File: config.mk
export PLATFORM = sky130hd
export DESIGN_NAME = chess_game_ctrl
export DESIGN_NICKNAME = d
export VERILOG_FILES = /design/src/rtl/chess_game_ctrl.sv
export SDC_FILE = /design/constraint.sdc
export NUM_CORES = 1
export LEC_CHECK = 0
export CAP_MARGIN = 10
export CORE_UTILIZATION = 55
export CTS_CLUSTER_DIAMETER = 100
export DETAILED_ROUTE_END_ITERATION = 10
export PLACE_DENSITY = 0.9
export RECOVER_POWER = 25
export SLEW_MARGIN = 20
export SYNTH_ARGS = -nofsm -noshare
export SYNTH_HDL_FRONTEND = slang
export SYNTH_SLANG_ARGS = --single-unit
File: constraint.sdc
create_clock -name clk_one -period 4.9 [get_ports clk_one]
set_input_delay 1.47 -clock clk_one [delete_from_list [all_inputs] [get_ports clk_one]]
set_output_delay 1.47 -clock clk_one [all_outputs]
set_load 0.02 [all_outputs]
File: src/rtl/chess_game_ctrl.sv
// chess_game_ctrl: two-player chess clock controller with a tick prescaler, pause/resume, move counting and time-flag detection.
module chess_game_ctrl #(
    parameter int TICK_DIV = 4,
    parameter int PLY_W    = 8
) (
    input  logic             clk_one,
    input  logic             reset,
    input  logic             start_pulse,
    input  logic             pause_pulse,
    input  logic             press_w,
    input  logic             press_b,
    input  logic             zero_w,
    input  logic             zero_b,
    output logic             load,
    output logic             dec_w,
    output logic             dec_b,
    output logic             inc_w,
    output logic             inc_b,
    output logic             player,
    output logic             flag_w,
    output logic             flag_b,
    output logic             running,
    output logic [PLY_W-1:0] ply_cnt,
    output logic [2:0]       state
);
    typedef enum logic [2:0] {
        IDLE   = 3'd0,
        RUN_W  = 3'd1,
        RUN_B  = 3'd2,
        PAUSE  = 3'd3,
        FLAG_W = 3'd4,
        FLAG_B = 3'd5
    } state_t;
    localparam logic [7:0]       P_LAST  = 8'(TICK_DIV - 1);
    localparam logic [PLY_W-1:0] PLY_MAX = '1;
    state_t     st;
    logic [7:0] presc;
    logic       tick;
    logic       zero_m;
    logic       press_m;
    assign state   = st;
    assign tick    = (presc == P_LAST);
    // player always names the side to move, so it selects the mover's inputs
    assign zero_m  = player ? zero_b : zero_w;
    assign press_m = player ? press_b : press_w;
    always_ff @(posedge clk_one) begin
        if (reset) begin
            st      <= IDLE;
            load    <= 1'b1;
            dec_w   <= 1'b0;
            dec_b   <= 1'b0;
            inc_w   <= 1'b0;
            inc_b   <= 1'b0;
            player  <= 1'b0;
            flag_w  <= 1'b0;
            flag_b  <= 1'b0;
            running <= 1'b0;
            presc   <= '0;
            ply_cnt <= '0;
        end else begin
            dec_w <= 1'b0;
            dec_b <= 1'b0;
            inc_w <= 1'b0;
            inc_b <= 1'b0;
            case (st)
                IDLE: if (start_pulse) begin
                    st      <= RUN_W;
                    load    <= 1'b0;
                    running <= 1'b1;
                    player  <= 1'b0;
                    presc   <= '0;
                    ply_cnt <= '0;
                end
                RUN_W, RUN_B: begin
                    if (zero_m) begin
                        st      <= player ? FLAG_B : FLAG_W;
                        running <= 1'b0;
                        flag_w  <= ~player;
                        flag_b  <= player;
                    end else if (pause_pulse) begin
                        st      <= PAUSE;
                        running <= 1'b0;
                    end else if (press_m) begin
                        st      <= player ? RUN_W : RUN_B;
                        player  <= ~player;
                        inc_w   <= ~player;
                        inc_b   <= player;
                        presc   <= '0;
                        ply_cnt <= (ply_cnt == PLY_MAX) ? ply_cnt : ply_cnt + PLY_W'(1);
                    end else begin
                        presc <= tick ? 8'd0 : presc + 8'd1;
                        dec_w <= tick & ~player;
                        dec_b <= tick & player;
                    end
                end
                // the resume edge is itself a counting edge of the restored run
                PAUSE: if (pause_pulse) begin
                    st      <= player ? RUN_B : RUN_W;
                    running <= 1'b1;
                    presc   <= tick ? 8'd0 : presc + 8'd1;
                    dec_w   <= tick & ~player;
                    dec_b   <= tick & player;
                end
                FLAG_W, FLAG_B: if (start_pulse) begin
                    st     <= IDLE;
                    load   <= 1'b1;
                    player <= 1'b0;
                    flag_w <= 1'b0;
                    flag_b <= 1'b0;
                end
                default: begin
                    st      <= IDLE;
                    load    <= 1'b1;
                    player  <= 1'b0;
                    flag_w  <= 1'b0;
                    flag_b  <= 1'b0;
                    running <= 1'b0;
                    presc   <= '0;
                    ply_cnt <= '0;
                end
            endcase
        end
    end
endmodule

==> results of run 1 <==
how the worst max path moves through the flow:
stage	startpoint	endpoint	slack, ps	cells past startpoint
global placement	press_b	presc[7]	1430	6
finish	zero_w	presc[7]	1570	6
global route	zero_w	dec_w	1500	6
CTS	state[1]	state[1]	1670	1
detailed placement	press_b	presc[7]	1390	6
floorplan	zero_w	presc[1]	2120	5
through the flow:
step                      total power [mW]  instance area [um2]  std cells
after global routing                 0.695                 2020        263
final                                0.656                 2020        263
after floorplan                      0.440                 1720        211
after CTS                            0.662                 2030        263
after detailed placement             0.506                 1980        259
after global placement               0.502                 1980        259
metal layers:
layer	wire, um	GRT usage	vias up
li1	-	-	820
met1	1790	0.350	749
met2	1730	0.383	62
met3	254	0.0469	4
met4	30	0.0510	0
met5	0	0	-
cells in the final DEF, fill, tap and decap left out, drive strengths merged, types with 9 or more instances in the layout:
| master | instances |
|---|---|
| dfxtp | 28 |
| nand3 | 12 |
| inv | 10 |
| mux2i | 11 |
| nand2 | 20 |
| nor2 | 17 |
| clkdlybuf4s50 | 19 |
| a21oi | 11 |
| or3 | 9 |
kinds of logic after synthesis:
logic type                 count (synthesis)  share of synthesized area
adders and majority gates                  3                     0.0204
buffers and inverters                     22                     0.0554
DFF                                       28                      0.327
muxes                                     13                     0.0795
and+or+nand+nor                           91                      0.284
AOI/OAI and AO/OA                         54                      0.234
cell type report:
| class | count | area (um2) |
|---|---|---|
| clock buffer | 3 | 22.5 |
| tap | 31 | 38.8 |
| clock inverter | 1 | 30.0 |
| inverter | 11 | 41.3 |
| fill | 238 | 833 |
| sequential | 28 | 561 |
| multi-input combinational | 161 | 1050 |
| timing repair buffer | 28 | 274 |
power groups by stage:
stage	clock network, mW	registers, mW	logic [mW]
finish	0.155	0.274	0.227
global route	0.168	0.278	0.250
CTS	0.159	0.274	0.229
detailed placement	0	0.279	0.228
global placement	0	0.278	0.224
floorplan	0	0.278	0.162
worst max-delay path, delay by kind of cell:
family / cells / cell delay (ps)
mux: 1 / 410
buf+inv: 1 / 570
compound gates: 3 / 720
simple gates: 1 / 460
==> impl_metrics.py, run 1 <==
metrics = {
    "routing": {
        "drtPass1Iterations": 8,
        "drtIter0Drc": 105,
        "routed-via-count": 1635,
        "wl_per_cell_um": 14.5,
        "ant_nets": 0,
        "drcViolationCount": 2,
        "viasPerCell": 6.22,
        "wirelength_um": 3800,
    },
    "clock_network": {
        "htreeDepth": 1,
        "cts_buffers": 3,
        "cts_tree": "done",
        "cts_sinks": 28,
        "cts_hold_buf": 0,
        "clock_path_buffers": 2,
        "post_cts_resize_count": 0,
        "postCtsSetupBuffers": 0,
        "worstSkewPairLatency_ps": 340,
        "root_buffer": "clkbuf_4",
        "clkSlewWorstSetupHoldPaths_ps": 160,
    },
    "synthesis": {
        "synth_area_leaders": "dfxtp_1 (33%), mux2i_1 (6.4%), nand2_1 (4.4%)",
        "yosysSeqAreaShare": 0.327,
        "yosysTopAreaCellShare": 0.327,
        "netlist_area_um2": 1720,
        "syn_nets": 221,
        "yosys-top-cells-count": "dfxtp_1 (28), nand2_1 (20), nor2_1 (17)",
        "synthArstFlopShare": 0,
        "syn_avg_cell_area_um2": 8.13,
        "syn_inst": 211,
        "synth_edf_count": 0,
        "yosysMostFrequentCell": "dfxtp_1",
        "synth_ff_type": "dfxtp_1",
        "synth_cell_types": 49,
        "synth_warnings": 0,
        "yosys_register_bits": 28,
        "synth_top_cell_by_area": "dfxtp_1",
    },
    "sta": {
        "whs_ps": 507,
        "setup_violations": 0,
        "hold_viol": 0,
        "worstMarginPinSlew_ps": 839,
        "period_minus_slack_ps": 3330,
        "fin_skew_ps": 2.40,
        "maxSlewViolCount": 0,
        "rsz0062_at_grt": "no",
        "finalWorstSetupSlack_ps": 1570,
        "fin_crit_sh": 0.680,
        "fin_setup_tns_ps": 0,
        "fmax_ghz": 0.300,
        "relSlewSlack": 0.441,
    },
    "finish": {
        "utilization": 0.708,
        "num-nets-final": 243,
        "antenna_cells": 0,
        "drive_gt1_frac": 0.0431,
        "synthToLayoutAreaGrowth_pct": 17.7,
    },
    "worst_setup_path": {
        "critPathLaunchType": "primary input",
        "timing.rr.end": "presc[7]",
        "cp.required_ps": 5200,
        "cp.arrival_ps": 3630,
        "path_max_fanout": 7,
        "cpPeakStageDelay_ps": 570,
        "r2r-start": "player",
        "reg2reg_depth": 5,
        "cp_cell_sequence": "dlygate4sd3_1, mux2_1, o32a_4, o221ai_1, nor2b_1, a41o_1",
        "critical_path_class": "primary input to flip-flop",
        "crit_path_end_kind": "flip-flop",
        "cpMaxStageDelayCell": "dlygate4sd3_1",
        "ff2ff_setup_slack_ps": 2610,
    },
    "die": {
        "fp-row-count": 19,
        "start_util": 0.601,
        "fp.dieH_um": 57.8,
        "coreArea_um2": 2850,
        "io_pins": 28,
        "die_width_um": 57.8,
        "dieArea_um2": 3350,
    },
    "pwr": {
        "powerDensity_nw_per_um2": 325,
        "p_clk_frac": 0.237,
        "sw_frac_of_total": 0.357,
        "leakage_nw": 0.758,
        "switching_power_uw": 234,
        "p_seq_frac": 0.417,
        "peakVddDrop_v": 0.000290,
        "internal_power_uw": 422,
        "combinationalPowerShare": 0.346,
    },
    "status": {
        "status": "finished, violations left",
        "violations": "DRC",
    },
    "worst_hold_path": {
        "hp-start": "flag_b",
        "holdCritPathClass": "flip-flop to flip-flop",
        "worst_hold_path.num_cells": 2,
        "hold_path_end": "flag_b",
    },
    "placed_design": {
        "dpl.hpwl_um": 2720,
        "portBuffers": 27,
        "gp_congestion": 0.919,
        "dpl_worst_slack_ps": 1390,
    },
    "grt": {
        "antenna_found_initial": 0,
        "grt_pass1_vias": 1400,
        "grt_pass1_wl_um": 6520,
        "grt_max_degree": 22,
        "grt_usage": 0.244,
        "grt_overflow": 0,
    },
    "run": {
        "max-cap-violations": 0,
    },
}
Note: power is estimated with default switching activity, not from simulation.
==> inputs of run 2 (changes only) <==
- CORE_UTILIZATION: 55 -> 48
- PLACE_DENSITY: 0.9 -> 0.84
- clock period: 4.9 -> 3.03 ns (I/O delays scaled with it)
==> impl_metrics.py, run 2 (same netlist as run 1, synthesis figures left out) <==
metrics = {
    "clock_network": {
        "worstSkewPairLatency_ps": 330,
        "clock_path_buffers": 2,
        "cts_buffers": 3,
        "cts_tree": "done",
        "cts_hold_buf": 0,
        "root_buffer": "clkbuf_4",
        "clkSlewWorstSetupHoldPaths_ps": 160,
        "postCtsSetupBuffers": 0,
        "cts_sinks": 28,
        "post_cts_resize_count": 0,
        "htreeDepth": 1,
    },
    "placed_design": {
        "gp_congestion": 0.901,
        "dpl.hpwl_um": 2790,
        "portBuffers": 27,
        "placed_area_um2": 2020,
    },
    "sta": {
        "fin_skew_ps": 6.29,
        "fin_crit_sh": 0.870,
        "period_minus_slack_ps": 2640,
        "fmax_ghz": 0.379,
        "hold_viol": 0,
        "relSlewSlack": 0.542,
        "fin_setup_tns_ps": 0,
        "setup_violations": 0,
        "rsz0062_at_grt": "no",
        "maxSlewViolCount": 0,
        "worstMarginPinSlew_ps": 684,
    },
    "worst_setup_path": {
        "cp_cell_sequence": "clkdlybuf4s50_1",
        "path_max_fanout": 16,
        "cp.required_ps": 2120,
        "cpPeakStageDelay_ps": 710,
        "crit_path_end_kind": "output pin",
        "critPathLaunchType": "flip-flop",
        "path_buf_inv": 1,
        "cp.arrival_ps": 1730,
        "path_delay_family": "buffers and inverters",
        "cpMaxStageDelayCell": "clkdlybuf4s50_1",
        "critical_path_class": "flip-flop to output pin",
    },
    "finish": {
        "layout_common_cells": "dfxtp_1 (28), nand2_1 (20), clkdlybuf4s50_1 (19), nor2_1 (17)",
        "layout_commonest_cell": "dfxtp_1",
        "drive_gt1_frac": 0.0681,
        "fillers": 290,
        "synthToLayoutAreaGrowth_pct": 20.8,
        "antenna_cells": 0,
        "stdcell_area_um2": 2070,
        "num-nets-final": 246,
    },
    "routing": {
        "ant_nets": 0,
        "wirelength_um": 3890,
        "drtPass1Iterations": 4,
        "wl_per_cell_um": 13.8,
        "drcViolationCount": 0,
        "drtIter0Drc": 110,
        "routed-via-count": 1649,
        "viasPerCell": 5.87,
    },
    "grt": {
        "grt_overflow": 0,
        "grt_pass1_vias": 1505,
        "grt_usage": 0.224,
        "antenna_found_initial": 0,
        "grt_max_degree": 31,
        "grt_pass1_wl_um": 6540,
    },
    "die": {
        "coreArea_um2": 3390,
        "dieArea_um2": 3820,
        "fp-row-count": 21,
        "fp.dieH_um": 61.8,
        "start_util": 0.506,
        "die_width_um": 61.8,
        "io_pins": 28,
    },
    "pwr": {
        "powerDensity_nw_per_um2": 518,
        "power_mw": 1.07,
        "leakage_nw": 0.780,
        "peakVddDrop_v": 0.000288,
    },
    "status": {
        "status": "completed",
    },
    "run": {
        "max-cap-violations": 0,
    },
    "worst_hold_path": {
        "holdCritPathClass": "flip-flop to flip-flop",
    },
}
==> run 2: changes by cell type in the layout (fill, tap and decap cells not counted), sizes merged <==
cell and change:
clkbuf -1, buf +4
==> run 2: power breakdown <==
group	internal, mW	switching, mW
clock	0.134	0.116
sequential	0.394	0.0441
combinational	0.166	0.219
==> run 2: cell type report <==
cell class / instances / area [um2] / share of cell area
repair buffers: 31 / 300 / 0.145
well taps: 46 / 57.6 / 0.0278
multi-input cells: 161 / 1060 / 0.511
clock inverters: 1 / 30.0 / 0.0145
flip-flops and latches: 28 / 561 / 0.271
clock buffers: 3 / 22.5 / 0.0109
inverters: 11 / 41.3 / 0.0199
==> run 2: final timing paths <==
| path | startpoint | to | slack, ps | cells after the start |
|---|---|---|---|---|
| worst max register to register | player | presc[1] | 940 | 5 |
| worst max-delay path | state[0] | state[0] | 390 | 1 |
| worst min-delay path | ply_cnt[6] | ply_cnt[6] | 510 | 2 |
| worst min register to register | ply_cnt[6] | ply_cnt[6] | 510 | 2 |
==> run 2: per-stage QoR <==
| step | setup WS, ps | utilization | hold WS [ps] | cells |
|---|---|---|---|---|
| floorplan | 809 | - | 468 | 211 |
| global placement | 283 | 0.596 | 470 | 277 |
| detailed placement | 246 | 0.596 | 486 | 277 |
| CTS | 388 | 0.611 | 513 | 281 |
| global route | 302 | 0.611 | 534 | 281 |
| finish | 393 | 0.611 | 510 | 281 |
==> run 2: layer usage <==
layer	share of wire	vias up	wire, um	track usage
li1	-	830	-	-
met1	0.50	777	1950	0.308
met2	0.47	42	1820	0.379
met3	0.031	0	119	0.0186
met4	0	0	0	0.0540
met5	0	-	0	0
